--- src/rtl/muldiv_unit.sv ---
// muldiv_unit: iterative RISC-V M-extension multiply/divide unit, one radix-2 step per cycle.
// Ports: clk, reset (async, active-high), start, flush, op[2:0], a, b in;
//        busy, done (1-cycle pulse), result, dz (divide-by-zero, valid with done) out.
// Define MULDIV_DIV_EN to build the divide/remainder datapath; without it ops 100-111
// finish one cycle after start with result 0 and dz 0.
module muldiv_unit #(
  parameter int WIDTH = 32,
  parameter int FAST_SPECIAL = 1
) (
  input  logic             clk,
  input  logic             reset,
  input  logic             start,
  input  logic             flush,
  input  logic [2:0]       op,
  input  logic [WIDTH-1:0] a,
  input  logic [WIDTH-1:0] b,
  output logic             busy,
  output logic             done,
  output logic [WIDTH-1:0] result,
  output logic             dz
);
  localparam int CW = $clog2(WIDTH + 1);
`ifdef MULDIV_DIV_EN
  localparam bit DivEn = 1'b1;
`else
  localparam bit DivEn = 1'b0;
`endif
  typedef enum logic [1:0] {IDLE, CALC, DONE} state_t;
  state_t state, nextState;
  logic [CW-1:0] count;
  logic [2:0] opQ;
  logic [WIDTH-1:0] hi, lo, mcand, specQ, resultQ;
  logic negQ, specialQ, dzQ;
  logic isDiv, aSigned, bSigned, aNeg, bNeg, bZero, isSpecial, fast, accept;
  logic [WIDTH-1:0] magA, magB, specVal, calcVal;
  logic [WIDTH:0] sum;
  logic [2*WIDTH-1:0] step, prod;
  assign isDiv = op[2];
  assign aSigned = isDiv ? ~op[0] : (op[1:0] == 2'b01 || op[1:0] == 2'b10);
  assign bSigned = isDiv ? ~op[0] : (op[1:0] == 2'b01);
  assign aNeg = aSigned & a[WIDTH-1];
  assign bNeg = bSigned & b[WIDTH-1];
  assign magA = aNeg ? -a : a;
  assign magB = bNeg ? -b : b;
  assign accept = (state == IDLE) & start & ~flush;
  // shift-add step: add multiplicand when the multiplier LSB is set, then shift {hi,lo} right
  assign sum = {1'b0, hi} + (lo[0] ? {1'b0, mcand} : '0);
`ifdef MULDIV_DIV_EN
  logic ovf;
  logic [WIDTH:0] tmp, diff;
  assign bZero = isDiv & (b == '0);
  assign ovf = isDiv & ~op[0] & (a == {1'b1, {(WIDTH-1){1'b0}}}) & (&b);
  assign isSpecial = bZero | ovf;
  assign specVal = bZero ? (op[1] ? a : '1) : (op[1] ? '0 : a);
  // restoring step: hi is the partial remainder, lo shifts dividend bits out and quotient bits in
  assign tmp = {hi, lo[WIDTH-1]};
  assign diff = tmp - {1'b0, mcand};
  assign step = !opQ[2] ? {sum, lo[WIDTH-1:1]}
              : diff[WIDTH] ? {tmp[WIDTH-1:0], lo[WIDTH-2:0], 1'b0}
              : {diff[WIDTH-1:0], lo[WIDTH-2:0], 1'b1};
`else
  assign bZero = 1'b0;
  assign isSpecial = isDiv;
  assign specVal = '0;
  assign step = {sum, lo[WIDTH-1:1]};
`endif
  // without a divider every divide op takes the one-cycle special path
  assign fast = isSpecial & ((FAST_SPECIAL != 0) | ~DivEn);
  assign prod = negQ ? -{hi, lo} : {hi, lo};
  assign calcVal = opQ[2] ? (negQ ? -(opQ[1] ? hi : lo) : (opQ[1] ? hi : lo))
                 : (opQ[1:0] == 2'b00) ? prod[WIDTH-1:0] : prod[2*WIDTH-1:WIDTH];
  assign busy = state != IDLE;
  assign done = state == DONE;
  assign dz = done & dzQ;
  assign result = done ? (specialQ ? specQ : calcVal) : resultQ;
  always_ff @(posedge clk or posedge reset)
    if (reset) state <= IDLE;
    else state <= nextState;
  always_comb begin
    nextState = state;
    if (flush) nextState = IDLE;
    else if (state == IDLE) nextState = !start ? IDLE : fast ? DONE : CALC;
    else if (state == CALC) nextState = (count == CW'(1)) ? DONE : CALC;
    else nextState = IDLE;
  end
  always_ff @(posedge clk or posedge reset)
    if (reset) begin
      count <= '0;
      opQ <= '0;
      hi <= '0;
      lo <= '0;
      mcand <= '0;
      specQ <= '0;
      resultQ <= '0;
      negQ <= 1'b0;
      specialQ <= 1'b0;
      dzQ <= 1'b0;
    end else if (accept) begin
      count <= CW'(WIDTH);
      opQ <= op;
      hi <= '0;
      lo <= magA;
      mcand <= magB;
      specQ <= specVal;
      // remainder takes the dividend's sign; everything else the xor of operand signs
      negQ <= (isDiv & op[1]) ? aNeg : aNeg ^ bNeg;
      specialQ <= isSpecial;
      dzQ <= bZero;
    end else if (state == CALC && !flush) begin
      count <= count - CW'(1);
      {hi, lo} <= step;
    end else if (done && !flush) resultQ <= result;
endmodule

--- config.mk ---
export PLATFORM = sky130hd
export DESIGN_NAME = muldiv_unit
export DESIGN_NICKNAME = d
export VERILOG_FILES = /design/src/rtl/muldiv_unit.sv
export SDC_FILE = /design/constraint.sdc
export NUM_CORES = 1
export LEC_CHECK = 0
export ABC_CLOCK_PERIOD_IN_PS = 12000
export BUFFER_PORTS_ARGS = -buffer_cell sky130_fd_sc_hd__buf_2
export CORE_MARGIN = 1.5
export CORE_UTILIZATION = 60
export CTS_CLUSTER_SIZE = 30
export DETAILED_ROUTE_END_ITERATION = 7
export HOLD_SLACK_MARGIN = 0.12
export PLACE_DENSITY = 0.81
export SYNTH_ARGS = -nofsm -noshare
export SYNTH_HDL_FRONTEND = slang
export SYNTH_SLANG_ARGS = --single-unit
--- constraint.sdc ---
create_clock -name clk -period 12 [get_ports clk]
set_clock_uncertainty 0.1 [all_clocks]
set_input_delay 2.4 -clock clk [delete_from_list [all_inputs] [get_ports clk]]
set_output_delay 2.4 -clock clk [all_outputs]
set_load 0.01 [all_outputs]
Word-level counts from Yosys, hierarchy flattened
Cells that the tools add are included.

operators by class
  $add $sub $neg = 6
  equal/unequal tests = 5
  mux-type cells = 25
  bitwise logic cells = 10
  reductions and logical operators = 9

operators by type and width
  cell                                                  count
  2-to-1 mux 32 bit                                     13
  negation 32 bit                                       3
  2-to-1 mux 64 bit                                     1
  negation 64 bit                                       1
  adder 32 x 32 -> 33 bit                               1
  2-to-1 mux 2 bit                                      6
  2-to-1 mux 6 bit                                      2
  equality test 6 x 1 -> 1 bit (second input constant)  1
  subtractor 6 x 1 -> 6 bit (second input constant)     1
  AND 1 bit                                             5
  equality test 2 x 1 -> 1 bit (second input constant)  2
  equality test 2 bit (second input constant)           2
  logical NOT 2 bit                                     2
  NOT 1 bit                                             4
  nonzero test 2 bit                                    2
  2-to-1 mux 1 bit                                      3
  AND reduction 3 bit                                   1
  logical AND 1 bit                                     2
  logical NOT 1 bit                                     1
  logical OR 1 bit                                      1
  bitwise XOR 1 bit                                     1

word-level totals
  flip-flop bits (word level) = 141

Depth between registers and ports, before layout
Gate-level depths: netlist of the first run.

  word-level depth = 6
  depth in mapped cells = 13
  mapped depth without buffers = 12

Worst setup path before layout of the first run
OpenSTA, ideal clock, no wires.

  path type = flip-flop to output port
  from = register lo[31]
  to = output result[27]
  arrival = 3.024 ns
  required time = 9.500 ns
  path slack = 6.476 ns
  stages on the path, launching flop included = 9
  buffers on the path = 0
  cell sequence = dfrtp_1 -> or4_4 -> or4b_4 -> or2_4 -> or4_4 -> o31ai_2 -> xor2_1 -> nand2_1 -> a32o_1

on the way
  cells in the longest elaborated chain, start to end = 6

RTL lines
  item                            line  text
  start, declared                 32    logic [WIDTH-1:0] hi, lo, mcand, specQ, resultQ;
  start signal, assigned          102   lo <= magA;
  start signal, assigned          111   {hi, lo} <= step;
  negation 64 bit                 69    assign prod = negQ ? -{hi, lo} : {hi, lo};
  2-to-1 mux 64 bit               69
  2-to-1 mux 32 bit               71    : (opQ[1:0] == 2'b00) ? prod[WIDTH-1:0] : prod[2*WIDTH-1:WIDTH];
  2-to-1 mux 32 bit               70    assign calcVal = opQ[2] ? (negQ ? -(opQ[1] ? hi : lo) : (opQ[1] ? hi : lo))
  2-to-1 mux 32 bit (2 in a row)  75    assign result = done ? (specialQ ? specQ : calcVal) : resultQ;
  end, declared                   19    output logic [WIDTH-1:0] result,

Every way passes these cells.

Worst setup path after layout of the first run
  from = register lo[0]
  to = output result[27]

on the way
  cells in the longest elaborated chain, start to end = 6
  elaborated cells between the ends (all ways) = 9
  those cells by class = add/sub (2); mux (7)

RTL lines
  item                                                  line
  negation 64 bit or 2-to-1 mux 32 bit (tied branches)  69, 70
  2-to-1 mux 64 bit or negation 32 bit (tied branches)  69, 70
  2-to-1 mux 32 bit (on tied branches)                  71, 70
  2-to-1 mux 32 bit (*)                                 70
  2-to-1 mux 32 bit (*) (2 in a row)                    75

Mark *: on every way between the ends. The rest lies on a longest branch, timed or not.

==> results of run 1 <==
==> path summary, 6_finish.rpt <==
check	startpoint	end	depth (start not counted)
max in group asynchronous	reset	negQ$_DFFE_PP0P_	3
min	mcand[5]$_DFFE_PP0P_	mcand[5]$_DFFE_PP0P_	2
min reg2reg	mcand[5]$_DFFE_PP0P_	mcand[5]$_DFFE_PP0P_	2
max	lo[0]$_DFFE_PP0N_	result[27]	10
min in group asynchronous	reset	lo[24]$_DFFE_PP0N_	2
max reg2reg	lo[0]$_DFFE_PP0N_	hi[29]$_DFFE_PP0N_	12
==> state kept, by name (all words and copies together), names as in the netlist <==
| register | count |
|---|---|
| hi | 32 |
| negQ | 1 |
| resultQ | 32 |
| count | 6 |
| lo | 32 |
| opQ | 3 |
| state | 2 |
| mcand | 32 |
==> final cells by class <==
class / count / area [um^2] / share of cell area (%)
Inverter: 22 / 87.6 / 0.743
Tap cell: 225 / 282 / 2.39
Clock inverter: 12 / 163 / 1.38
Timing Repair Buffer: 115 / 603 / 5.12
Multi-Input combinational cell: 1098 / 6700 / 56.9
Clock buffer: 20 / 447 / 3.79
Sequential cell: 140 / 3500 / 29.7
==> power breakdown <==
| part | internal (mW) | total [mW] | switching (mW) |
|---|---|---|---|
| clock network | 0.334 | 0.550 | 0.215 |
| logic | 0.297 | 0.742 | 0.445 |
| registers | 0.573 | 0.718 | 0.145 |
| total | 1.20 | 2.01 | 0.805 |
==> through the flow <==
stage          hold WS [ns]  instance area (um^2)
2_1_floorplan         0.338                 10500
3_3_place_gp          0.354                 11200
3_5_place_dp          0.363                 11200
4_1_cts               0.376                 11800
5_1_grt               0.394                 11800
6_report              0.373                 11800
==> critical path, cell delays in order (launching register included) <==
cell     delay (ns)
dfrtp_1        0.65
or2_2          0.45
nor4b_1        0.59
nand4_1        0.29
or2_4          0.32
or4_4          0.55
o31ai_2        0.28
xor2_1         0.16
nand2_1        0.08
a32o_1         0.29
buf_2          0.14
==> synthesized netlist by cell type (all sizes together) (24+ instances only) <==
cell type / number
a31oi: 32
o21ai: 146
dfrtp: 140
xor2: 68
ha: 38
nand2: 277
clkbuf: 64
and2: 36
o211ai: 24
xnor2: 81
a21oi: 57
o31ai: 28
nor2: 75
==> layer usage <==
metal	wire length, um	share of wire [%]
met2	13100	44
met1	13600	45
met4	638	2.1
met3	2490	8.4
met5	0	0
==> cells by family after synthesis <==
| kind of cell | share of synthesized area (%) |
|---|---|
| AO/OA/AOI/OAI | 22.5 |
| XOR/XNOR | 12.4 |
| adder cells (fa/ha/maj) | 4.70 |
| buffers and inverters | 3.34 |
| flip-flops | 33.2 |
| multiplexers | 0.308 |
| other | 0.0355 |
| AND/OR/NAND/NOR | 23.5 |
==> results.toml, run 1 <==
[global_route]
grt.busiest_layer = "met2"
use_met2_pct = 49.9
antenna_found_initial = 0
grt_pass1_wl_mm = 48.0
grt_max_degree = 85
grtUsageTotal_pct = 33.6
grt_pass1_vias = 9168
gr-usage-met1_pct = 49.5
overflow = 0
met3_usage_pct = 6.32

[power_and_ir_drop]
power.density_nw_per_um2 = 170
vdd_drop_max_mv = 0.121
power_mw = 2.01
p_leak_nw = 5.29

[floorplanning]
die_area_um2 = 18400
fp.dieH_um = 136
die_width_um = 136
rows = 48
core_um2 = 17200
initial_core_util_pct = 61.2
io_pins = 106

[synthesis]
yosysWarningCount = 0
postSynth.asyncResetShare_pct = 100
synthFlopType = "dfrtp_1"
synth_edf_count = 0
yosysTopAreaCell = "dfrtp_1"
syn_area_um2 = 10500
yosysSeqAreaShare_pct = 33.2
ys_types = 67
yosys.area.top_type_share_pct = 33.2
ys_ff_latch = 140
synth_fp_nets = 1440
syn_area_per_cell_um2 = 7.93
synthTopCellsByArea = "dfrtp_1 33%, nand2_1 9.9%, xnor2_1 6.7%"
synth_cells = 1330

[timing]
tightestPinTransition_ns = 0.837
rsz0062_at_grt = "false"
setup_viol = 0
period_needed_ns = 6.74
max_freq_mhz = 148
final_hold_viol_count = 0
slew_violations = 0
fin_setup_tns_ns = 0
slew-limit-headroom_pct = 44.2
fin_ws_ns = 5.26
finalCritPeriodShare_pct = 56.2

[clock_tree]
cts_hold_buf = 0
clockBufferDepth = 2
cts_tree = "built"
insertion_delay_ns = 0.44
numCtsBuffers = 17
cts_post_setup_buffers_inserted = 0
ctsResizeCount = 0
htree_levels = 4
cts_sinks = 140
clk_pin_slew_worst_paths_ns = 0.06
cts_root_buf = "clkbuf_16"

[layout]
antennaDiodeCount = 0
final_util_pct = 68.4
nNetsFinal = 1504
final_cell_mix = "277 x nand2_1, 140 x o21ai_0, 139 x dfrtp_1"
area_growth_pct = 11.8
stdcell_count = 1632
fillers = 1428
drive_gt1_share_pct = 12.7
final_common_cell = "nand2_1"

[route]
ant_nets = 0
routedWlPerCell_um = 18.3
via_per_inst = 6.28
vias = 10200
firstDrtPassIters = 5
totalWireLength_mm = 29.8
drtIter0Drc = 928
drc = 0

[setup_path]
startpoint_type = "flip-flop"
cp_max_fo = 35
r2r_slack_ns = 7.86
arrival_ns = 4.24
required_ns = 9.50
crit_type = "flip-flop to output pin"
setup.worst_path.end_class = "output pin"

[hold_path]
hp-class = "flip-flop to flip-flop"

[status]
status = "completed"

[placement]
placed_cells = 1600
pre_cts_slack_ns = 5.76
dp_hpwl_mm = 22.2
gp_congestion = 0.943
portBuffers = 104

[flow_run]
cap_violations = 0
Power figures use the tool's default switching activity.
==> inputs of run 2 (changes only) <==
ABC_AREA = 1   (was unset)
ABC_CLOCK_PERIOD_IN_PS = 6900   (was 12000)
PLACE_DENSITY = 0.8   (was 0.81)
clock period = 6.9 ns   (was 12 ns; I/O delays follow)
==> results.toml, run 2 <==
[status]
status = "completed"

[floorplanning]
die_width_um = 149
io_pins = 106
core_um2 = 20900
fp.dieH_um = 149
rows = 53
initial_core_util_pct = 60.8
die_area_um2 = 22100

[setup_path]
reg2reg_to = "hi[27]$_DFFE_PP0N_"
r2r_slack_ns = 3.64
r2r_start = "lo[0]$_DFFE_PP0N_"
startpoint_type = "flip-flop"
required_ns = 5.42
crit_type = "flip-flop to output pin"
cp_max_fo = 33
reg2reg_depth = 16
setup.worst_path.end_class = "output pin"
arrival_ns = 3.10

[timing]
rsz0062_at_grt = "false"
slew_violations = 0
setup_viol = 0
slew-limit-headroom_pct = 27.4
finalCritPeriodShare_pct = 66.4
final_hold_viol_count = 0
fin_setup_tns_ns = 0
max_freq_mhz = 218
period_needed_ns = 4.58
tightestPinTransition_ns = 1.09

[clock_tree]
cts_root_buf = "clkbuf_16"
clk_pin_slew_worst_paths_ns = 0.07
cts_tree = "built"
insertion_delay_ns = 0.44
clockBufferDepth = 2
cts_hold_buf = 0
numCtsBuffers = 17
cts_sinks = 140
htree_levels = 4
cts_post_setup_buffers_inserted = 0
ctsResizeCount = 0

[power_and_ir_drop]
pwr-share-clk_pct = 23.3
intPower_mw = 2.15
switching_share_pct = 47.8
comb_power_share_pct = 44.7
vdd_drop_max_mv = 0.150
p_sw_mw = 1.97
power_frac_seq_pct = 32.0
power.density_nw_per_um2 = 294
p_leak_nw = 7.20
power_mw = 4.11

[placement]
portBuffers = 104
dp_hpwl_mm = 33.6
gp_congestion = 1.02
placed_cells = 2407

[global_route]
grt_pass1_vias = 12800
grtUsageTotal_pct = 39.9
antenna_found_initial = 0
overflow = 0
grt_pass1_wl_mm = 68.4
grt_max_degree = 94

[hold_path]
min_to = "mcand[7]$_DFFE_PP0P_"
hold_start = "mcand[7]$_DFFE_PP0P_"
hp-class = "flip-flop to flip-flop"
min_path_cells = 2

[route]
route.met3.wl_mm = 5.06
wl_met1_mm = 18.9
routedWlPerCell_um = 17.9
via_per_inst = 5.84
highest_layer = "met4"
vias = 14200
wl_met2_mm = 18.5
ant_nets = 0
drtIter0Drc = 1643
firstDrtPassIters = 8
drc = 0
totalWireLength_mm = 43.6

[synthesis]
postSynth.asyncResetShare_pct = 100
synth_commonest_cells = "601 x nand2_1, 261 x nor2_1, 259 x inv_1, 175 x nand3_1, 158 x o21ai_0"
yosysWarningCount = 0
synthFlopType = "dfrtp_1"
syn_area_um2 = 12700
synth_edf_count = 0
synth_fp_nets = 2194
ys_ff_latch = 140
yosysMostFrequentCell = "nand2_1"
synth_cells = 2084
ys_types = 53
yosysTopAreaCell = "dfrtp_1"
yosysSeqAreaShare_pct = 27.6
syn_area_per_cell_um2 = 6.10
synthTopCellsByArea = "dfrtp_1 28%, nand2_1 18%, nor2_1 7.7%"
yosys.area.top_type_share_pct = 27.6

[layout]
stdcell_count = 2439
nNetsFinal = 2261
fillers = 1994
antennaDiodeCount = 0
drive_gt1_share_pct = 10.0
final_common_cell = "nand2_1"
final_cell_mix = "601 x nand2_1, 260 x nor2_1, 258 x inv_1"
area_growth_pct = 10.0

[flow_run]
cap_violations = 0
## run 2: cell types whose count changed after synthesis, sizes merged, moves of 48 or more
cell / previous run / this run
a21oi: 57 / 105
nand3: 17 / 186
xnor2: 81 / 5
o21ai: 146 / 194
inv: 22 / 269
nor2: 75 / 282
nand2: 277 / 614
## run 2: worst max-delay path, cell delays in order (launching register included)
cell and delay [ns]:
dfrtp_1 0.78, inv_2 0.28, ha_1 0.29, nand2_4 0.10, nor2_8 0.22, nand3_2 0.14, nand2_4 0.13, o21ai_1 0.11
nand2_1 0.09, nand2_1 0.05, o21ai_1 0.20, o21ai_1 0.09, buf_2 0.17
## run 2: routing by layer
metal	global-route usage [%]	vias up
li1	-	6875
met1	58.9	6503
met2	59.2	784
met3	7.52	80
met4	11.1	0
met5	0	-
## run 2: layout make-up
type | instances | area, um^2 | share of cell area, %
multi-input cells | 1605 | 7890 | 56.5
flip-flops and latches | 140 | 3500 | 25.1
inverters | 272 | 1030 | 7.34
repair buffers | 115 | 603 | 4.32
clock buffers | 17 | 425 | 3.04
well taps | 275 | 344 | 2.46
clock inverters | 15 | 178 | 1.27
## run 2: cell families after synthesis
| group | Yosys count | synth area share, % |
|---|---|---|
| simple gates | 1148 | 38.9 |
| compound gates | 378 | 16.5 |
| buf+inv | 339 | 10.3 |
| flops | 140 | 27.6 |
| fa+ha+maj | 39 | 3.90 |
| xor+xnor | 33 | 2.28 |
| mux | 6 | 0.473 |
| other cells | 1 | 0.0295 |
## run 2: power groups by stage
stage,logic [mW],registers [mW],clock network [mW]
after floorplan,1.34,1.17,0
after global placement,1.74,1.30,0
after detailed placement,1.78,1.31,0
after CTS,1.79,1.30,0.959
after global routing,2.04,1.33,0.991
final,1.84,1.31,0.959
## run 2: worst max-delay path by stage
stage | from | endpoint
floorplan | reset | count[0]$_DFFE_PP0N_
global placement | flush | count[5]$_DFFE_PP0N_
detailed placement | flush | count[5]$_DFFE_PP0N_
CTS | lo[0]$_DFFE_PP0N_ | result[0]
global route | lo[0]$_DFFE_PP0N_ | result[26]
finish | lo[0]$_DFFE_PP0N_ | result[0]
## run 2: metrics by stage
stage | hold slack (ns) | cell area, um^2 | util [%] | setup WS [ns]
4_1_cts | 0.391 | 14000 | 66.9 | 2.34
2_1_floorplan | 0.349 | 12700 | - | 1.67
6_report | 0.386 | 14000 | 66.9 | 2.32
3_3_place_gp | 0.365 | 13400 | 64.0 | 2.88
5_1_grt | 0.420 | 14000 | 66.9 | 2.13
3_5_place_dp | 0.374 | 13400 | 64.0 | 2.80
